## config.mk

```make
export PLATFORM = sky130hd
export DESIGN_NAME = lane_frames_merger
export DESIGN_NICKNAME = d
export VERILOG_FILES = /design/src/rtl/lane_frames_merger.sv
export SDC_FILE = /design/constraint.sdc
export NUM_CORES = 1
export LEC_CHECK = 0
export ABC_AREA = 1
export CELL_PAD_IN_SITES_DETAIL_PLACEMENT = 1
export CELL_PAD_IN_SITES_GLOBAL_PLACEMENT = 2
export CORE_UTILIZATION = 23
export DETAILED_ROUTE_END_ITERATION = 6
export GPL_ROUTABILITY_DRIVEN = 0
export HOLD_SLACK_MARGIN = 0.05
export PLACE_DENSITY = 0.9
export SYNTH_ARGS = -nofsm -noshare
export SYNTH_HDL_FRONTEND = slang
export SYNTH_SLANG_ARGS = --single-unit
```

## constraint.sdc

```tcl
create_clock -name clk -period 1.7 [get_ports clk]
set_input_delay 0.17 -clock clk [delete_from_list [all_inputs] [get_ports clk]]
set_output_delay 0.17 -clock clk [all_outputs]
set_load 0.005 [all_outputs]
```

## src/rtl/lane_frames_merger.sv

```systemverilog
// N-lane AstroPix frame merger: round-robin grant per frame onto one AXI-Stream,
// with a per-frame stall timeout and a maximum frame length guard.
module lane_frames_merger #(
    parameter int                LANES      = 4,
    parameter int                DWIDTH     = 8,
    parameter int                DESTW      = 8,
    parameter int                MAX_BEATS  = 1024,
    parameter int                TIMEOUT_W  = 16,
    parameter logic [DWIDTH-1:0] ABORT_DATA = 8'hFF,
    localparam int               GW         = (LANES > 1) ? $clog2(LANES) : 1
) (
    input  logic                   clk,
    input  logic                   resn,
    input  logic [LANES*DWIDTH-1:0] s_axis_tdata,
    input  logic [LANES*DESTW-1:0] s_axis_tdest,
    input  logic [LANES-1:0]       s_axis_tlast,
    input  logic [LANES-1:0]       s_axis_tvalid,
    output logic [LANES-1:0]       s_axis_tready,
    output logic [DWIDTH-1:0]      m_axis_tdata,
    output logic [DESTW-1:0]       m_axis_tdest,
    output logic                   m_axis_tlast,
    output logic                   m_axis_tvalid,
    input  logic                   m_axis_tready,
    input  logic [LANES-1:0]       cfg_lane_enable,
    input  logic [TIMEOUT_W-1:0]   cfg_timeout,
    input  logic                   cfg_tdest_override,
    output logic [GW-1:0]          status_grant,
    output logic                   status_busy,
    output logic                   stat_frame_done,
    output logic                   stat_abort,
    output logic [15:0]            stat_abort_count
);

    localparam int BW = $clog2(MAX_BEATS + 1);

    typedef enum logic [1:0] {ST_ARB, ST_PASS, ST_ABORT, ST_DROP} state_t;

    state_t                state_r;
    state_t                state_nxt_s;
    logic [GW-1:0]         grant_r;
    logic [GW-1:0]         last_grant_r;
    logic [BW-1:0]         beat_cnt_r;
    logic [TIMEOUT_W-1:0]  stall_cnt_r;
    logic [DWIDTH-1:0]     m_tdata_r;
    logic [DESTW-1:0]      m_tdest_r;
    logic                  m_tlast_r;
    logic                  m_tvalid_r;
    logic                  frame_done_r;
    logic                  abort_r;
    logic [15:0]           abort_cnt_r;

    logic [DWIDTH-1:0]     lane_data_s [LANES];
    logic [DESTW-1:0]      lane_dest_s [LANES];
    logic [LANES-1:0]      cand_s;
    logic                  found_s;
    logic [GW-1:0]         pick_s;
    logic [GW-1:0]         idx_s;
    logic                  load_s;
    logic                  g_valid_s;
    logic                  g_last_s;
    logic [DESTW-1:0]      out_dest_s;
    logic                  accept_s;
    logic                  stall_s;
    logic                  max_beat_s;
    logic                  stall_hit_s;
    logic                  done_evt_s;
    logic                  abort_evt_s;
    logic [LANES-1:0]      ready_s;

    for (genvar g = 0; g < LANES; g++) begin : g_unpack
        assign lane_data_s[g] = s_axis_tdata[g*DWIDTH +: DWIDTH];
        assign lane_dest_s[g] = s_axis_tdest[g*DESTW +: DESTW];
    end

    assign cand_s      = s_axis_tvalid & cfg_lane_enable;
    assign load_s      = !m_tvalid_r || m_axis_tready;
    assign g_valid_s   = s_axis_tvalid[grant_r];
    assign g_last_s    = s_axis_tlast[grant_r];
    assign out_dest_s  = cfg_tdest_override ? DESTW'(grant_r) : lane_dest_s[grant_r];
    assign accept_s    = (state_r == ST_PASS) && g_valid_s && load_s;
    // Output backpressure (load low) is never counted as a lane stall.
    assign stall_s     = (state_r == ST_PASS) && !g_valid_s && load_s;
    assign max_beat_s  = (beat_cnt_r == BW'(MAX_BEATS - 1));
    assign stall_hit_s = (cfg_timeout != {TIMEOUT_W{1'b0}})
                         && ((stall_cnt_r + {{(TIMEOUT_W-1){1'b0}}, 1'b1}) == cfg_timeout);

    // Round-robin search starting one past the last granted lane
    always_comb begin
        found_s = 1'b0;
        pick_s  = '0;
        idx_s   = '0;
        for (int i = 1; i <= LANES; i++) begin
            idx_s = GW'((int'(last_grant_r) + i) % LANES);
            if (!found_s && cand_s[idx_s]) begin
                found_s = 1'b1;
                pick_s  = idx_s;
            end else begin
                found_s = found_s;
            end
        end
    end

    // Next state, lane readiness and frame/abort events
    always_comb begin
        state_nxt_s = state_r;
        ready_s     = ~cfg_lane_enable;
        done_evt_s  = 1'b0;
        abort_evt_s = 1'b0;
        case (state_r)
            ST_ARB: begin
                if (found_s) begin
                    state_nxt_s = ST_PASS;
                end else begin
                    state_nxt_s = ST_ARB;
                end
            end
            ST_PASS: begin
                ready_s[grant_r] = load_s;
                if (accept_s) begin
                    if (g_last_s) begin
                        state_nxt_s = ST_ARB;
                        done_evt_s  = 1'b1;
                    end else if (max_beat_s) begin
                        state_nxt_s = ST_DROP;
                        done_evt_s  = 1'b1;
                        abort_evt_s = 1'b1;
                    end else begin
                        state_nxt_s = ST_PASS;
                    end
                end else if (stall_s && stall_hit_s) begin
                    state_nxt_s = ST_ABORT;
                end else begin
                    state_nxt_s = ST_PASS;
                end
            end
            ST_ABORT: begin
                ready_s[grant_r] = 1'b0;
                if (load_s) begin
                    state_nxt_s = ST_DROP;
                    done_evt_s  = 1'b1;
                    abort_evt_s = 1'b1;
                end else begin
                    state_nxt_s = ST_ABORT;
                end
            end
            ST_DROP: begin
                ready_s[grant_r] = 1'b1;
                if (!cfg_lane_enable[grant_r]) begin
                    state_nxt_s = ST_ARB;
                end else if (g_valid_s && g_last_s) begin
                    state_nxt_s = ST_ARB;
                end else begin
                    state_nxt_s = ST_DROP;
                end
            end
            default: begin
                state_nxt_s = ST_ARB;
            end
        endcase
    end

    // State register
    always_ff @(posedge clk) begin
        if (!resn) begin
            state_r <= ST_ARB;
        end else begin
            state_r <= state_nxt_s;
        end
    end

    // Grant, counters, output register and statistics
    always_ff @(posedge clk) begin
        if (!resn) begin
            grant_r      <= '0;
            last_grant_r <= GW'(LANES - 1);
            beat_cnt_r   <= '0;
            stall_cnt_r  <= '0;
            m_tdata_r    <= '0;
            m_tdest_r    <= '0;
            m_tlast_r    <= 1'b0;
            m_tvalid_r   <= 1'b0;
            frame_done_r <= 1'b0;
            abort_r      <= 1'b0;
            abort_cnt_r  <= 16'd0;
        end else begin
            frame_done_r <= done_evt_s;
            abort_r      <= abort_evt_s;
            if (abort_evt_s && (abort_cnt_r != 16'hFFFF)) begin
                abort_cnt_r <= abort_cnt_r + 16'd1;
            end
            if (load_s) begin
                m_tvalid_r <= 1'b0;
            end
            case (state_r)
                ST_ARB: begin
                    beat_cnt_r  <= '0;
                    stall_cnt_r <= '0;
                    if (found_s) begin
                        grant_r      <= pick_s;
                        last_grant_r <= pick_s;
                    end
                end
                ST_PASS: begin
                    if (accept_s) begin
                        m_tvalid_r  <= 1'b1;
                        m_tdata_r   <= lane_data_s[grant_r];
                        m_tdest_r   <= out_dest_s;
                        m_tlast_r   <= g_last_s || max_beat_s;
                        beat_cnt_r  <= beat_cnt_r + BW'(1);
                        stall_cnt_r <= '0;
                    end else if (stall_s && (stall_cnt_r != {TIMEOUT_W{1'b1}})) begin
                        stall_cnt_r <= stall_cnt_r + {{(TIMEOUT_W-1){1'b0}}, 1'b1};
                    end
                end
                ST_ABORT: begin
                    if (load_s) begin
                        m_tvalid_r <= 1'b1;
                        m_tdata_r  <= ABORT_DATA;
                        m_tdest_r  <= out_dest_s;
                        m_tlast_r  <= 1'b1;
                    end
                end
                default: begin
                end
            endcase
        end
    end

    assign s_axis_tready    = resn ? ready_s : '0;
    assign m_axis_tdata     = m_tdata_r;
    assign m_axis_tdest     = m_tdest_r;
    assign m_axis_tlast     = m_tlast_r;
    assign m_axis_tvalid    = m_tvalid_r;
    assign status_grant     = grant_r;
    assign status_busy      = (state_r != ST_ARB);
    assign stat_frame_done  = frame_done_r;
    assign stat_abort       = abort_r;
    assign stat_abort_count = abort_cnt_r;

endmodule
```

==> metrics, run 1 <==
ys async rst share 0; max incr delay on CP 0.36 ns; area leader, netlist dfxtp_1; register clock-pin slew on the reported worst setup and hold paths 0.07 ns; crit end category register; placed insts 1,271; Yosys cell types 48; layout cells sized above 1 0.382; #FFs+latches synth 69; hold buffer count at CTS 0; critical path class reg -> reg; vias per inst 4.79; CP Launch Point stall_cnt_r[1]; Area Overhead vs Synth 89.1%; Top Ports 139; Max Clk Rate 508 MHz; total gr overflow 0; fin crit period 1.97 ns; initial core utilization 0.237; layout filler cell count 2,499; routed wire length 22.1 mm; Synth Instances 741; clock latency on the worst-skew pair 0.35 ns; min setup slack post-route -0.267 ns; RSZ-0062 raised after global routing true; required time of the critical path 1.99 ns; Core Rows 52; setup violators final 44; Final period util 1.16; syn avg cell area 6.53 um2; Pleak 0.00373 uW; number of diodes 0; R2R Path Start stall_cnt_r[1]; vias in the first global route 6,656; drt drc 0; Die Y 147 um; Vias 6,372; R2R Setup Slk -0.27 ns; CP delay by family, top simple AND/OR/NAND/NOR gates; Post-Syn Area 4840 um2; largest net degree at the start of global routing 28; MaxCap Viol Count 0; CTS tree done; Buf/Inv on CP 4; Setup crit end stall_cnt_r[14]; HPWL Detailed 15.1 mm; maximum VDD drop 0.000583 V; DR pass1 iterations 5; type of origin of the critical path register; Levels on crit path 13; total clock sinks 69; arrival time worst endpoint 2.26 ns; predominant post-synthesis flop cell dfxtp_1; Fin. Hold Viols 0; # port buffers 138; metal2 WL 11.7 mm; worst min-delay path category in -> reg; DRT antenna net count 0; Worst Path Max Fanout 6; syn_nets 844; total track usage 0.190; Slew Viols, Final 0; clk root buf clkbuf_16; Post-Route M1 WL 8.75 mm; PD cells 1200 nW/um2; post-DR wirelength/cell 16.6 um; post-synthesis sequential area ratio 0.286; failing checks setup timing; Critical-path top delay cell dfxtp_2; CTS HTree Levels 3; DR top layer met4; initial DRC count 222; total power 11,000 uW; FF-to-FF path depth 13; worst path cell trace ha_4, nand2_4, nor2_4, buf_6, nand3_4, nor2_4, nand2_2, a21oi_4, buf_12, buf_12, buf_4, a21oi_1, nor2_1; DR WL met3 1.10 mm; core area 20,400 um2; Longest Clk Path Bufs 2; full die area 21,600 um2; measured slew at the worst slew-check pin 0.441 ns; synth warn 0; EDFF count, synth 0; Final nets 1,159; sum of negative setup slack -6.41 ns; status finished with violations; top-area cell type share of the netlist area 0.286; die span in x 147 um; first-pass GRT wire length 32.8 mm; fin cells 1,331; Area contributors post-synth dfxtp_1, nand2_1, inv_1; initial antenna violation count 0; Crit Reg-Reg Endpoint stall_cnt_r[14]; Placement Setup Slack -0.501 ns; clock buffer count from CTS 9; clk_skew 0.00980 ns; Slew HR 0.706
-- repair_timing --
| item | 4_1_cts | 5_1_grt |
|---|---|---|
| gates cloned | 4 | 5 |
| buffers inserted | 16 | 24 |
| setup endpoints to repair | 67 | 64 |
| pin swaps | 34 | 60 |
| resized for setup | 99 | 149 |
-- worst min-delay path by stage --
stage,slack (ns),endpoint,start,cells after the start
2_1_floorplan,0.33,stat_frame_done,resn,2
3_3_place_gp,0.45,m_axis_tdest[6],m_axis_tdest[6],2
3_5_place_dp,0.46,m_axis_tdest[6],m_axis_tdest[6],2
4_1_cts,0.43,m_axis_tdata[1],s_axis_tdata[9],3
5_1_grt,0.46,m_axis_tdata[6],s_axis_tdata[30],3
6_report,0.45,m_axis_tdata[6],s_axis_tdata[30],3
-- where the power goes --
group / switching (uW) / total (uW) / leakage, uW / internal (uW)
clock network: 794 / 2120 / 0.000158 / 1320
registers: 291 / 2230 / 0.000567 / 1940
logic: 3280 / 6640 / 0.00300 / 3360
-- layout make-up --
cell class,instances,area (um2),share of cell area
Sequential cell,69,1410,0.154
Timing Repair Buffer,331,3110,0.340
Clock buffer,10,239,0.0261
Inverter,85,352,0.0384
Clock inverter,6,86.3,0.00944
Multi-Input combinational cell,560,3610,0.395
Tap cell,270,338,0.0369
-- layout by cell type, fill, tap and decap left out, types with 12 or more instances in the layout --
cell type / n
a21oi_1: 41
a22oi_1: 12
buf_4: 158
buf_6: 22
clkbuf_16: 14
clkdlybuf4s50_1: 132
dfxtp_1: 55
inv_1: 62
inv_2: 13
nand2_1: 159
nand2_2: 39
nand2_4: 12
nand3_1: 37
nand4_1: 23
nor2_1: 52
nor2_2: 18
nor2_4: 12
o21ai_2: 15
-- logic make-up (layout without fill, tap and decap cells) --
logic type | after synthesis | in the layout | synth area share
AO/OA/AOI/OAI | 141 | 141 | 0.194
XOR/XNOR | 20 | 20 | 0.0424
adder cells (fa/ha/maj) | 7 | 7 | 0.0181
buffers and inverters | 113 | 432 | 0.0980
flip-flops | 69 | 69 | 0.286
AND/OR/NAND/NOR | 391 | 392 | 0.362
-- synth_stat cells (8+ instances only) --
master / number
nand3_1: 45
xor2_1: 11
a22oi_1: 12
dfxtp_1: 69
o21ai_0: 29
a211oi_2: 9
a41oi_1: 9
a221oi_1: 8
nand2_1: 203
nor2_1: 72
nor3_1: 15
clkbuf_1: 11
nand4_1: 23
inv_2: 10
buf_2: 8
inv_1: 73
a21oi_1: 50
-- state kept, by name (all words and copies together) (netlist names) --
name / cells
m_axis_tvalid: 1
stat_abort_count: 16
status_grant: 2
last_grant_r: 2
m_axis_tlast: 1
stat_abort: 1
state_r: 2
stall_cnt_r: 16
beat_cnt_r: 11
m_axis_tdata: 8
stat_frame_done: 1
m_axis_tdest: 8
-- stage by stage --
stage           util  hold WS [ns]  cell area, um2
4_1_cts        0.411         0.432            8390
3_3_place_gp   0.374         0.447            7630
2_1_floorplan      -         0.333            4870
6_report       0.448         0.451            9150
5_1_grt        0.448         0.455            9150
3_5_place_dp   0.374         0.457            7630
-- routing by layer --
metal / vias to the layer above / GRT usage
met3: 41 / 0.0416
met5: - / 0
met4: 0 / 0.0680
met1: 3043 / 0.210
li1: 3117 / -
met2: 171 / 0.356
-- worst register-to-register path, stage by stage, from the launching register on --
cell and delay, ns:
dfxtp_2 0.36, ha_4 0.17, nand2_4 0.06, nor2_4 0.19, buf_6 0.14, nand3_4 0.07, nor2_4 0.12, nand2_2 0.08
a21oi_4 0.17, buf_12 0.16, buf_12 0.13, buf_4 0.12, a21oi_1 0.06, nor2_1 0.09
No activity file was read; power rests on OpenSTA's default activity.
==> run 2: changes to the inputs <==
--- a/config.mk
+++ b/config.mk
@@ -10,7 +10,6 @@
 export CELL_PAD_IN_SITES_GLOBAL_PLACEMENT = 2
 export CORE_UTILIZATION = 23
 export DETAILED_ROUTE_END_ITERATION = 6
-export GPL_ROUTABILITY_DRIVEN = 0
 export HOLD_SLACK_MARGIN = 0.05
 export PLACE_DENSITY = 0.9
 export SYNTH_ARGS = -nofsm -noshare
==> results of run 2 <==
Same layout as run 1: the final DEF is identical, and so are final timing and power.
==> run 3: changes to the inputs <==
--- a/config.mk
+++ b/config.mk
@@ -10,6 +10,7 @@
 export CELL_PAD_IN_SITES_GLOBAL_PLACEMENT = 2
 export CORE_UTILIZATION = 23
 export DETAILED_ROUTE_END_ITERATION = 6
+export GPL_TIMING_DRIVEN = 0
 export HOLD_SLACK_MARGIN = 0.05
 export PLACE_DENSITY = 0.9
 export SYNTH_ARGS = -nofsm -noshare
==> metrics, run 3 (same netlist as run 1, synthesis figures left out) <==
status finished with violations (unchanged); FF-to-FF path depth 11 (was 13); initial DRC count 225 (was 222); drt drc 0 (unchanged); sum of negative setup slack -10.54 ns (was -6.41 ns); layout filler cell count 2,516 (was 2,499); Pleak 0.00306 uW (was 0.00373 uW); DRT antenna net count 0 (unchanged); Core Rows 52 (unchanged); full die area 21,600 um2 (unchanged); crit end category register (unchanged); critical path class reg -> reg (unchanged); setup violators final 60 (was 44); Critical-path top delay cell dfxtp_4 (was dfxtp_2); total gr overflow 0 (unchanged); CTS tree done (unchanged); CTS HTree Levels 3 (unchanged); total track usage 0.186 (was 0.190); Final GP Congestion 0.796 (was 0.835); post-DR wirelength/cell 16.5 um (was 16.6 um); die span in x 147 um (unchanged); initial core utilization 0.237 (unchanged); largest net degree at the start of global routing 12 (was 28); clk_skew 0.00602 ns (was 0.00980 ns); register clock-pin slew on the reported worst setup and hold paths 0.06 ns (was 0.07 ns); Max Clk Rate 498 MHz (was 508 MHz); # port buffers 137 (was 138); CP delay by family, top simple AND/OR/NAND/NOR gates (unchanged); Fin. Hold Viols 0 (unchanged); commonest non-fill, non-tap cells in the layout nand2_1, clkdlybuf4s50_1, inv_1 (was nand2_1, buf_4, clkdlybuf4s50_1); Vias 5,834 (was 6,372); final core utilization 0.392 (was 0.448); Final period util 1.18 (was 1.16); Top Ports 139 (unchanged); vias per inst 4.79 (about the same); DR pass1 iterations 4 (was 5); worst min-delay path category in -> reg (unchanged); Slew Viols, Final 0 (unchanged); Area Overhead vs Synth 65.7% (was 89.1%); fin crit period 2.01 ns (was 1.97 ns); Final nets 1,044 (was 1,159); clk root buf clkbuf_16 (unchanged); leading cell type in the layout, fill and taps excluded nand2_1 (unchanged); type of origin of the critical path register (unchanged); Post-Place Cell Area 6580 um2 (was 7630 um2); Levels on crit path 11 (was 13); first-pass GRT wire length 31.9 mm (was 32.8 mm); total clock sinks 69 (unchanged); Die Y 147 um (unchanged); arrival time worst endpoint 2.28 ns (was 2.26 ns); HPWL Detailed 14.2 mm (was 15.1 mm); vias in the first global route 6,089 (was 6,656); layout cells sized above 1 0.267 (was 0.382); Buf/Inv on CP 2 (was 4); core area 20,400 um2 (unchanged); routed wire length 20.1 mm (was 22.1 mm); worst path cell trace ha_4, nand2_4, nor2_4, buf_4, nand3_2, xor3_1, nand2_1, nor2_2, nand3_2, buf_4, a21oi_2 (was ha_4, nand2_4, nor2_4, buf_6, nand3_4, nor2_4, nand2_2, a21oi_4, buf_12, buf_12, buf_4, a21oi_1, nor2_1); design area 8020 um2 (was 9150 um2); clock latency on the worst-skew pair 0.35 ns (about the same); Hold Path Cell Cnt 3 (unchanged); measured slew at the worst slew-check pin 0.803 ns (was 0.441 ns); max incr delay on CP 0.38 ns (was 0.36 ns); initial antenna violation count 1 (was 0); Slew HR 0.465 (was 0.706); MaxCap Viol Count 0 (unchanged); Longest Clk Path Bufs 2 (unchanged); required time of the critical path 1.98 ns (was 1.99 ns); failing checks setup timing (unchanged); PD cells 1130 nW/um2 (was 1200 nW/um2); clock buffer count from CTS 9 (unchanged); RSZ-0062 raised after global routing true (unchanged); min setup slack post-route -0.308 ns (was -0.267 ns); maximum VDD drop 0.000687 V (was 0.000583 V); Worst Path Max Fanout 5 (was 6); hold buffer count at CTS 0 (unchanged)
[run 3: changes by cell type in the layout (fill, tap and decap cells not counted), moves of 6 or more]
| cell | before | now |
|---|---|---|
| buf_4 | 158 | 40 |
| buf_12 | 8 | 2 |
| nor2_4 | 12 | 20 |
| o21ai_2 | 15 | 8 |
| buf_8 | 1 | 7 |
| a41oi_2 | 6 | 0 |
| buf_6 | 22 | 14 |
| nand2_2 | 39 | 25 |
| nor2_2 | 18 | 10 |
| o21ai_0 | 10 | 17 |
| a41oi_1 | 3 | 9 |
| nand2_1 | 159 | 176 |
| clkbuf_1 | 0 | 8 |
[run 3: path summary, 6_finish.rpt]
check / start / endpoint / slack (ns)
worst max-delay path: stall_cnt_r[0] / state_r[1] / -0.31
worst min-delay path: cfg_tdest_override / m_axis_tdest[1] / 0.33
worst max register to register: stall_cnt_r[0] / state_r[1] / -0.31
worst min register to register: m_axis_tdest[3] / m_axis_tdest[3] / 0.46
[run 3: per-stage QoR]
| step | hold slack, ns | setup WS, ns | power (uW) | instances |
|---|---|---|---|---|
| 6_report | 0.327 | -0.308 | 9020 | 1217 |
| 5_1_grt | 0.360 | -0.425 | 9560 | 1217 |
| 4_1_cts | 0.331 | -0.306 | 8530 | 1200 |
| 3_5_place_dp | 0.441 | -0.814 | 5840 | 1148 |
| 3_3_place_gp | 0.432 | -0.806 | 5770 | 1148 |
| 2_1_floorplan | 0.333 | 0.0121 | 4520 | 741 |
[run 3: worst reg2reg max path: stages, from the launching register on]
cell and delay (ns):
dfxtp_4 0.38, ha_4 0.16, nand2_4 0.06, nor2_4 0.20, buf_4 0.15, nand3_2 0.10, xor3_1 0.22, nand2_1 0.07
nor2_2 0.13, nand3_2 0.16, buf_4 0.19, a21oi_2 0.13
[run 3: report_power, final]
| part | switching [uW] | total, uW | internal, uW | leakage, uW |
|---|---|---|---|---|
| Combinational | 2690 | 4910 | 2220 | 0.00236 |
| Clock | 772 | 1840 | 1070 | 0.000132 |
| Sequential | 337 | 2280 | 1940 | 0.000570 |
[run 3: area by class of cell]
| type | instances | area (um2) | share of cell area |
|---|---|---|---|
| multi-input combinational | 559 | 3490 | 0.435 |
| timing repair buffer | 191 | 1870 | 0.233 |
| sequential | 69 | 1420 | 0.177 |
| inverter | 85 | 355 | 0.0443 |
| tap | 270 | 338 | 0.0421 |
| buffer | 26 | 262 | 0.0326 |
| clock buffer | 13 | 260 | 0.0325 |
| clock inverter | 3 | 20.0 | 0.00250 |
| antenna | 1 | 2.50 | 0.000312 |
[run 3: routing by layer]
| metal | part of all wire | GRT usage | wire length [um] |
|---|---|---|---|
| met5 | 0 | 0 | 0 |
| met4 | 0.016 | 0.0624 | 319 |
| met3 | 0.053 | 0.0429 | 1070 |
| met2 | 0.50 | 0.323 | 10000 |
| met1 | 0.43 | 0.225 | 8690 |
[run 3: repair_timing]
action                     in CTS  in global routing
setup buffers                  33                 17
setup endpoints to repair      67                 69
pin swaps                      31                 23
resized for setup             160                 79
cloned                          3                  1
